[src/rtl/complex_dot_product_feeder.sv]
// Initiator for the complex dot-product engine: fetches A/B vectors NI elements at a time,
// strobes each package into the engine, then returns the engine result on a valid/ready handshake.
module complex_dot_product_feeder #(
  parameter int ELEMENT_WIDTH = 64,
  parameter int NI            = 8,
  parameter int LEN_W         = 16,
  parameter int ADDR_W        = 16,
  parameter int PKT_GAP       = 8,
  parameter int RST_CYCLES    = 2,
  parameter int TIMEOUT       = 1023
) (
  input  logic                        clk,
  input  logic                        reset,
  input  logic                        start,
  input  logic [ADDR_W-1:0]           a_base,
  input  logic [ADDR_W-1:0]           b_base,
  input  logic [LEN_W-1:0]            len,
  output logic                        busy,
  output logic                        mem_a_en,
  output logic [ADDR_W-1:0]           mem_a_addr,
  input  logic [ELEMENT_WIDTH-1:0]    mem_a_rdata,
  output logic                        mem_b_en,
  output logic [ADDR_W-1:0]           mem_b_addr,
  input  logic [ELEMENT_WIDTH-1:0]    mem_b_rdata,
  output logic                        dp_reset,
  output logic                        dp_read_now,
  output logic [ELEMENT_WIDTH*NI-1:0] dp_first_row,
  output logic [ELEMENT_WIDTH*NI-1:0] dp_second_row,
  input  logic                        dp_finish,
  input  logic [ELEMENT_WIDTH-1:0]    dp_result,
  output logic [ELEMENT_WIDTH-1:0]    result,
  output logic                        result_err,
  output logic                        result_valid,
  input  logic                        result_ready
);

  localparam int ROW_W   = ELEMENT_WIDTH * NI;
  localparam int CNT_MAX = TIMEOUT + NI + PKT_GAP + RST_CYCLES;
  localparam int CNT_W   = $clog2(CNT_MAX + 1);
  localparam int SLOT_W  = (NI > 1) ? $clog2(NI) : 1;

  typedef enum logic [2:0] {
    S_IDLE, S_CLR, S_FETCH, S_ISSUE, S_GAP, S_WAIT_FIN, S_DONE
  } state_t;

  state_t             state, state_nx;
  logic [CNT_W-1:0]   cnt;
  logic [LEN_W:0]     pkt_base;
  logic [LEN_W:0]     elem_idx;
  logic [ADDR_W-1:0]  a_base_q, b_base_q;
  logic [LEN_W-1:0]   len_q;
  logic [ROW_W-1:0]   shadow_a, shadow_b, shadow_a_nx, shadow_b_nx;
  logic               fetch_issue, fetch_live, fetch_last, wait_timeout, more_pkts;
  logic               vld_p0, pad_p0;
  logic [SLOT_W-1:0]  slot_p0;

  assign elem_idx     = pkt_base + (LEN_W+1)'(cnt);
  assign fetch_issue  = (state == S_FETCH) && (cnt < CNT_W'(NI));
  assign fetch_live   = fetch_issue && (elem_idx < {1'b0, len_q});
  assign fetch_last   = (state == S_FETCH) && (cnt == CNT_W'(NI));
  assign wait_timeout = (cnt == CNT_W'(TIMEOUT - 1));
  assign more_pkts    = pkt_base < {1'b0, len_q};

  assign mem_a_en     = fetch_live;
  assign mem_b_en     = fetch_live;
  assign mem_a_addr   = fetch_live ? a_base_q + ADDR_W'(elem_idx) : '0;
  assign mem_b_addr   = fetch_live ? b_base_q + ADDR_W'(elem_idx) : '0;

  assign busy         = (state != S_IDLE);
  assign dp_reset     = (state == S_IDLE) || (state == S_CLR);
  assign dp_read_now  = (state == S_ISSUE);
  assign result_valid = (state == S_DONE);

  always_ff @(posedge clk) begin
    if (reset) state <= S_IDLE;
    else       state <= state_nx;
  end

  always_comb begin
    state_nx = state;
    case (state)
      S_IDLE:     if (start) state_nx = (len == '0) ? S_DONE : S_CLR;
      S_CLR:      if (cnt == CNT_W'(RST_CYCLES - 1)) state_nx = S_FETCH;
      S_FETCH:    if (fetch_last) state_nx = S_ISSUE;
      S_ISSUE:    state_nx = S_GAP;
      S_GAP:      if (cnt >= CNT_W'(PKT_GAP)) state_nx = more_pkts ? S_FETCH : S_WAIT_FIN;
      S_WAIT_FIN: if (dp_finish || wait_timeout) state_nx = S_DONE;
      S_DONE:     if (result_ready) state_nx = S_IDLE;
      default:    state_nx = S_IDLE;
    endcase
  end

  // Shared cycle counter: CLR hold, fetch slot, cycles since strobe, WAIT_FIN timeout
  always_ff @(posedge clk) begin
    if (reset)                  cnt <= '0;
    else if (state == S_ISSUE)  cnt <= CNT_W'(1);
    else if (state_nx != state) cnt <= '0;
    else                        cnt <= cnt + 1'b1;
  end

  // Stage p0: remembers which slot was issued; memory data arrives during the next cycle
  always_ff @(posedge clk) begin
    if (reset) vld_p0 <= 1'b0;
    else       vld_p0 <= fetch_issue;
  end

  always_ff @(posedge clk) begin
    slot_p0 <= cnt[SLOT_W-1:0];
    pad_p0  <= !fetch_live;
  end

  always_comb begin
    shadow_a_nx = shadow_a;
    shadow_b_nx = shadow_b;
    if (vld_p0) begin
      shadow_a_nx[(NI-1-int'(slot_p0))*ELEMENT_WIDTH +: ELEMENT_WIDTH] = pad_p0 ? '0 : mem_a_rdata;
      shadow_b_nx[(NI-1-int'(slot_p0))*ELEMENT_WIDTH +: ELEMENT_WIDTH] = pad_p0 ? '0 : mem_b_rdata;
    end
  end

  always_ff @(posedge clk) begin
    shadow_a <= shadow_a_nx;
    shadow_b <= shadow_b_nx;
  end

  // Job registers, engine-facing rows and the returned result
  always_ff @(posedge clk) begin
    if (reset) begin
      a_base_q      <= '0;
      b_base_q      <= '0;
      len_q         <= '0;
      pkt_base      <= '0;
      dp_first_row  <= '0;
      dp_second_row <= '0;
      result        <= '0;
      result_err    <= 1'b0;
    end else begin
      case (state)
        S_IDLE: if (start) begin
          a_base_q   <= a_base;
          b_base_q   <= b_base;
          len_q      <= len;
          pkt_base   <= '0;
          result     <= '0;
          result_err <= 1'b0;
        end
        S_FETCH: if (fetch_last) begin
          // Include the final slot landing this very cycle
          dp_first_row  <= shadow_a_nx;
          dp_second_row <= shadow_b_nx;
        end
        S_ISSUE: pkt_base <= pkt_base + (LEN_W+1)'(NI);
        S_WAIT_FIN: begin
          if (dp_finish) begin
            result     <= dp_result;
            result_err <= 1'b0;
          end else if (wait_timeout) begin
            result     <= '0;
            result_err <= 1'b1;
          end
        end
        default: ;
      endcase
    end
  end

endmodule

[config.mk]
export PLATFORM = sky130hd
export DESIGN_NAME = complex_dot_product_feeder
export DESIGN_NICKNAME = d
export VERILOG_FILES = /design/src/rtl/complex_dot_product_feeder.sv
export SDC_FILE = /design/constraint.sdc
export NUM_CORES = 2
export LEC_CHECK = 0
export CAP_MARGIN = 20
export CORE_AREA = 2 2 531 533
export CTS_CLUSTER_DIAMETER = 60
export DETAILED_ROUTE_END_ITERATION = 10
export DIE_AREA = 0 0 533 535
export SETUP_SLACK_MARGIN = 0.3
export SLEW_MARGIN = 5
export SYNTH_ARGS = -nofsm -noshare
export SYNTH_HDL_FRONTEND = slang
export SYNTH_SLANG_ARGS = --single-unit
[constraint.sdc]
create_clock -name clk -period 4.96 [get_ports clk]
set_input_delay 0.992 -clock clk [delete_from_list [all_inputs] [get_ports clk]]
set_output_delay 0.992 -clock clk [all_outputs]
set_load 0.01 [all_outputs]
==> summary.txt <==
GRT
  • GRT overflow: 0
  • Overall global routing resource usage: 21.99%
  • Initial antenna violation count: 39
  • Largest net degree at the start of global routing: 165
  • First-pass GRT wire length: 468500 um
  • Vias in the first global route: 65670

Drt
  • Post-route DRC: 0
  • Initial DRC Count: 5198
  • Vias per cell: 4.894
  • Wire per inst: 22.57 um
  • Pre-antenna DRT Iters: 6
  • Via Count: 71200
  • Drt total wl: 328400 um
  • Routed Antenna Nets: 0

Floorplanning
  • Num rows: 194
  • Die Wd: 533 um
  • Core Area: 278900 um^2
  • I/O pins: 1372
  • Die Ht: 535 um
  • Initial Util: 29.31%
  • Die ar.: 285200 um^2

Logic synthesis
  • Largest cells by area after synthesis: dfxtp_1 54%, nand2_1 9.4%, a311oi_1 8.2%, or2_2 5.9%, nor2_1 5.4%
  • Adder-cell share of the synthesized area: 1.212%
  • Synth Area in Simple Gates: 24.83%
  • Mux cell area share after synthesis: 0.08264%
  • Synthesized cell area: 81760 um^2
  • Cell variety after synth: 57
  • Post-synth top flop: dfxtp_1
  • Area fraction in compound gates after synthesis: 14.49%
  • EDFF count, synth: 0
  • Most instantiated cells after synthesis: 2194 x dfxtp_1, 2053 x nand2_1, 1179 x nor2_1, 771 x or2_2, 770 x a311oi_1
  • Count leader, synth: dfxtp_1
  • Synthesized Nets: 9813
  • Post-synth top area cell: dfxtp_1
  • Xor and xnor area share after synthesis: 0.4714%
  • Post-synth top area share: 53.72%
  • Synth Warn #: 0
  • Flip-flop and latch count after synthesis: 2194
  • Syn_area_per_cell: 8.615 um^2
  • Synth async-reset ratio: 0%
  • Register area share after synthesis: 53.72%
  • Synthesized instance count: 9490
  • Main combinational cell family by area after synthesis: simple AND/OR/NAND/NOR gates

Worst setup path
  • Worst EP arrival: 4280 ps
  • WS Path Type: reg2out
  • CP endpoint kind: output port
  • CP most frequent cell: buf_4
  • Worst path cell trace: ha_4 -> a211oi_4 -> o21a_1 -> o31ai_1 -> buf_4 -> buf_6 -> xor2_1 -> buf_4 -> buf_12 -> ha_4 -> nand3_2 -> a221oi_2 -> o311ai_1 -> buf_4 -> a21boi_2 -> buf_4 -> o41ai_2 -> buf_4 -> xnor2_2 -> nor2_1 -> buf_2
  • Critical Path Max Stage Delay: 330 ps
  • Reg2reg setup slack: 1230 ps
  • CP max FO: 4
  • Critical Path RT: 3970 ps
  • Startpoint Class: flop
  • Critical path's slowest cell: dfxtp_2

Clocking
  • CTS tree: done
  • H-tree Lvls: 5
  • TritonCTS buffer count: 262
  • Root buffer cell: clkbuf_16
  • Clock sink count: 2194
  • CTS Buffer Depth: 4
  • Clk pin slew, worst setup/hold paths: 50 ps
  • Clock Latency Late Sink: 870 ps

Timing
  • Worst slew pin tran: 1091 ps
  • Final Hold Viols: 0
  • Slew HR: 27.27%
  • Max-slew violations: 0
  • Worst setup slack after layout: -312.9 ps
  • Final setup vio count: 34
  • Max Freq: 189.6 MHz
  • Final Critical Period: 5273 ps
  • Tcrit/Tclk final: 106.3%
  • RSZ-0062 raised after global routing: true
  • Clock skew: 34.53 ps

Power
  • Cell Pwr Density: 379.6 nW/um^2
  • LEAKAGE: 0.04105 uW
  • VDD IR max: 0.0002142 V

Finish
  • Syn-to-layout area delta: 32.44%
  • Layout cells sized above 1: 14.12%
  • Non-Filler Instances: 14550
  • Fin nets: 10950
  • Post-route cell area: 108300 um^2

Placement
  • Placed instance count: 14070
  • Detailed placement HPWL: 234600 um
  • Port bufs: 1371
  • Dpl cell area: 99210 um^2
  • Gpl congestion: 0.8771

Run
  • Max-cap violations: 0

Outcome
  • Failing checks: negative setup slack
  • Status: complete, but fails checks

Worst hold path
  • Hold Path Class: reg2reg
## repair_timing
action                                  4_1_cts  5_1_grt
endpoints found under the hold margin         0        0
buffers inserted                             13        2
endpoints found under the setup margin       34       34
hold buffers                                  0        0
gates resized for setup                     231       10
pin swaps                                    56       10
cloned                                        1        0
## final timing paths
kind	startpoint	to	cells after the start
max	pkt_base[4]$_SDFFE_PP0P_	mem_a_addr[15]	21
min	shadow_a[135]$_DFF_P_	shadow_a[135]$_DFF_P_	2
max reg2reg	slot_p0[0]$_DFF_P_	dp_first_row[369]$_SDFFE_PP0P_	7
min reg2reg	shadow_a[135]$_DFF_P_	shadow_a[135]$_DFF_P_	2
## routing by layer
metal | share of wire (%) | vias to the layer above | wire length (um) | track usage, %
met5 | 0.082 | - | 270 | 0
met4 | 4.6 | 40 | 15080 | 9.135
met3 | 9.0 | 512 | 29660 | 7.100
met2 | 43 | 2307 | 140000 | 33.06
met1 | 44 | 33930 | 143400 | 28.85
li1 | - | 34410 | - | -
## kinds of logic (layout without fill, tap and decap cells)
| family | Yosys count | count (layout) |
|---|---|---|
| other | 0 | 16 |
| adders and majority gates | 78 | 78 |
| buffers and inverters | 1024 | 2342 |
| and+or+nand+nor | 4619 | 4619 |
| muxes | 6 | 6 |
| xor gates and xnor gates | 44 | 44 |
| AOI/OAI and AO/OA | 1525 | 1525 |
| DFF | 2194 | 2194 |
## report_power, final
part / total (uW) / leakage, uW / internal [uW] / switching [uW]
combinational: 2760 / 0.0191 / 874 / 1890
sequential: 19100 / 0.0178 / 18800 / 318
clock: 19200 / 0.00419 / 11400 / 7870
## placed cells by master (no fill, tap or decap), drive strengths merged, types with 9 or more instances in the layout
cell type	instances
dfxtp	2194
nand2	2053
clkdlybuf4s50	1336
nor2	1179
or2	771
a311oi	770
clkbuf	367
inv	309
nand3	274
buf	272
a211oi	268
a21oi	209
nor3	152
o21a	140
nand2b	134
ha	76
a22oi	65
clkinv	39
o21ai	28
xnor2	26
xor2	18
diode	16
a21o	14
nand4	12
bufinv	11
nor2b	9
or3	9
## worst max-delay path: cells and delay by family, from the launching register on
family | cells | cell delay (ps)
flip-flops | 1 | 330
XOR/XNOR | 2 | 250
AO/OA/AOI/OAI | 7 | 1030
buffers and inverters | 8 | 1120
AND/OR/NAND/NOR | 2 | 170
adder cells (fa/ha/maj) | 2 | 510
## cell type report
| class | count | area [um^2] |
|---|---|---|
| multi-input cells | 6272 | 34090 |
| inverters | 292 | 1099 |
| repair buffers | 1608 | 15910 |
| clock inverters | 75 | 935.9 |
| well taps | 3724 | 4659 |
| flip-flops and latches | 2194 | 43930 |
| fillers | 28160 | 170600 |
| diodes | 16 | 40.04 |
| clock buffers | 367 | 7620 |
## flip-flops by register name, indices dropped and copies added, names as in the netlist, 3 cells and up
name,count
a_base_q,16
b_base_q,16
cnt,11
dp_first_row,512
dp_second_row,512
len_q,16
pkt_base,14
result,64
shadow_a,512
shadow_b,512
slot_p0,3
state,3
## metrics by stage
step / hold WS, ps / total power [uW] / utilization (%) / setup WS (ps) / TNS (ps)
floorplan: 329.0 / 21040 / - / 363.8 / 0
global placement: 426.4 / 22150 / 35.57 / -263.0 / -3111
detailed placement: 431.4 / 22220 / 35.57 / -195.6 / -3043
CTS: 445.7 / 41550 / 38.79 / -367.7 / -11130
global route: 454.3 / 42670 / 38.81 / -524.1 / -14790
finish: 441.6 / 41100 / 38.82 / -312.9 / -8585
(Power assumes the default switching activity.)
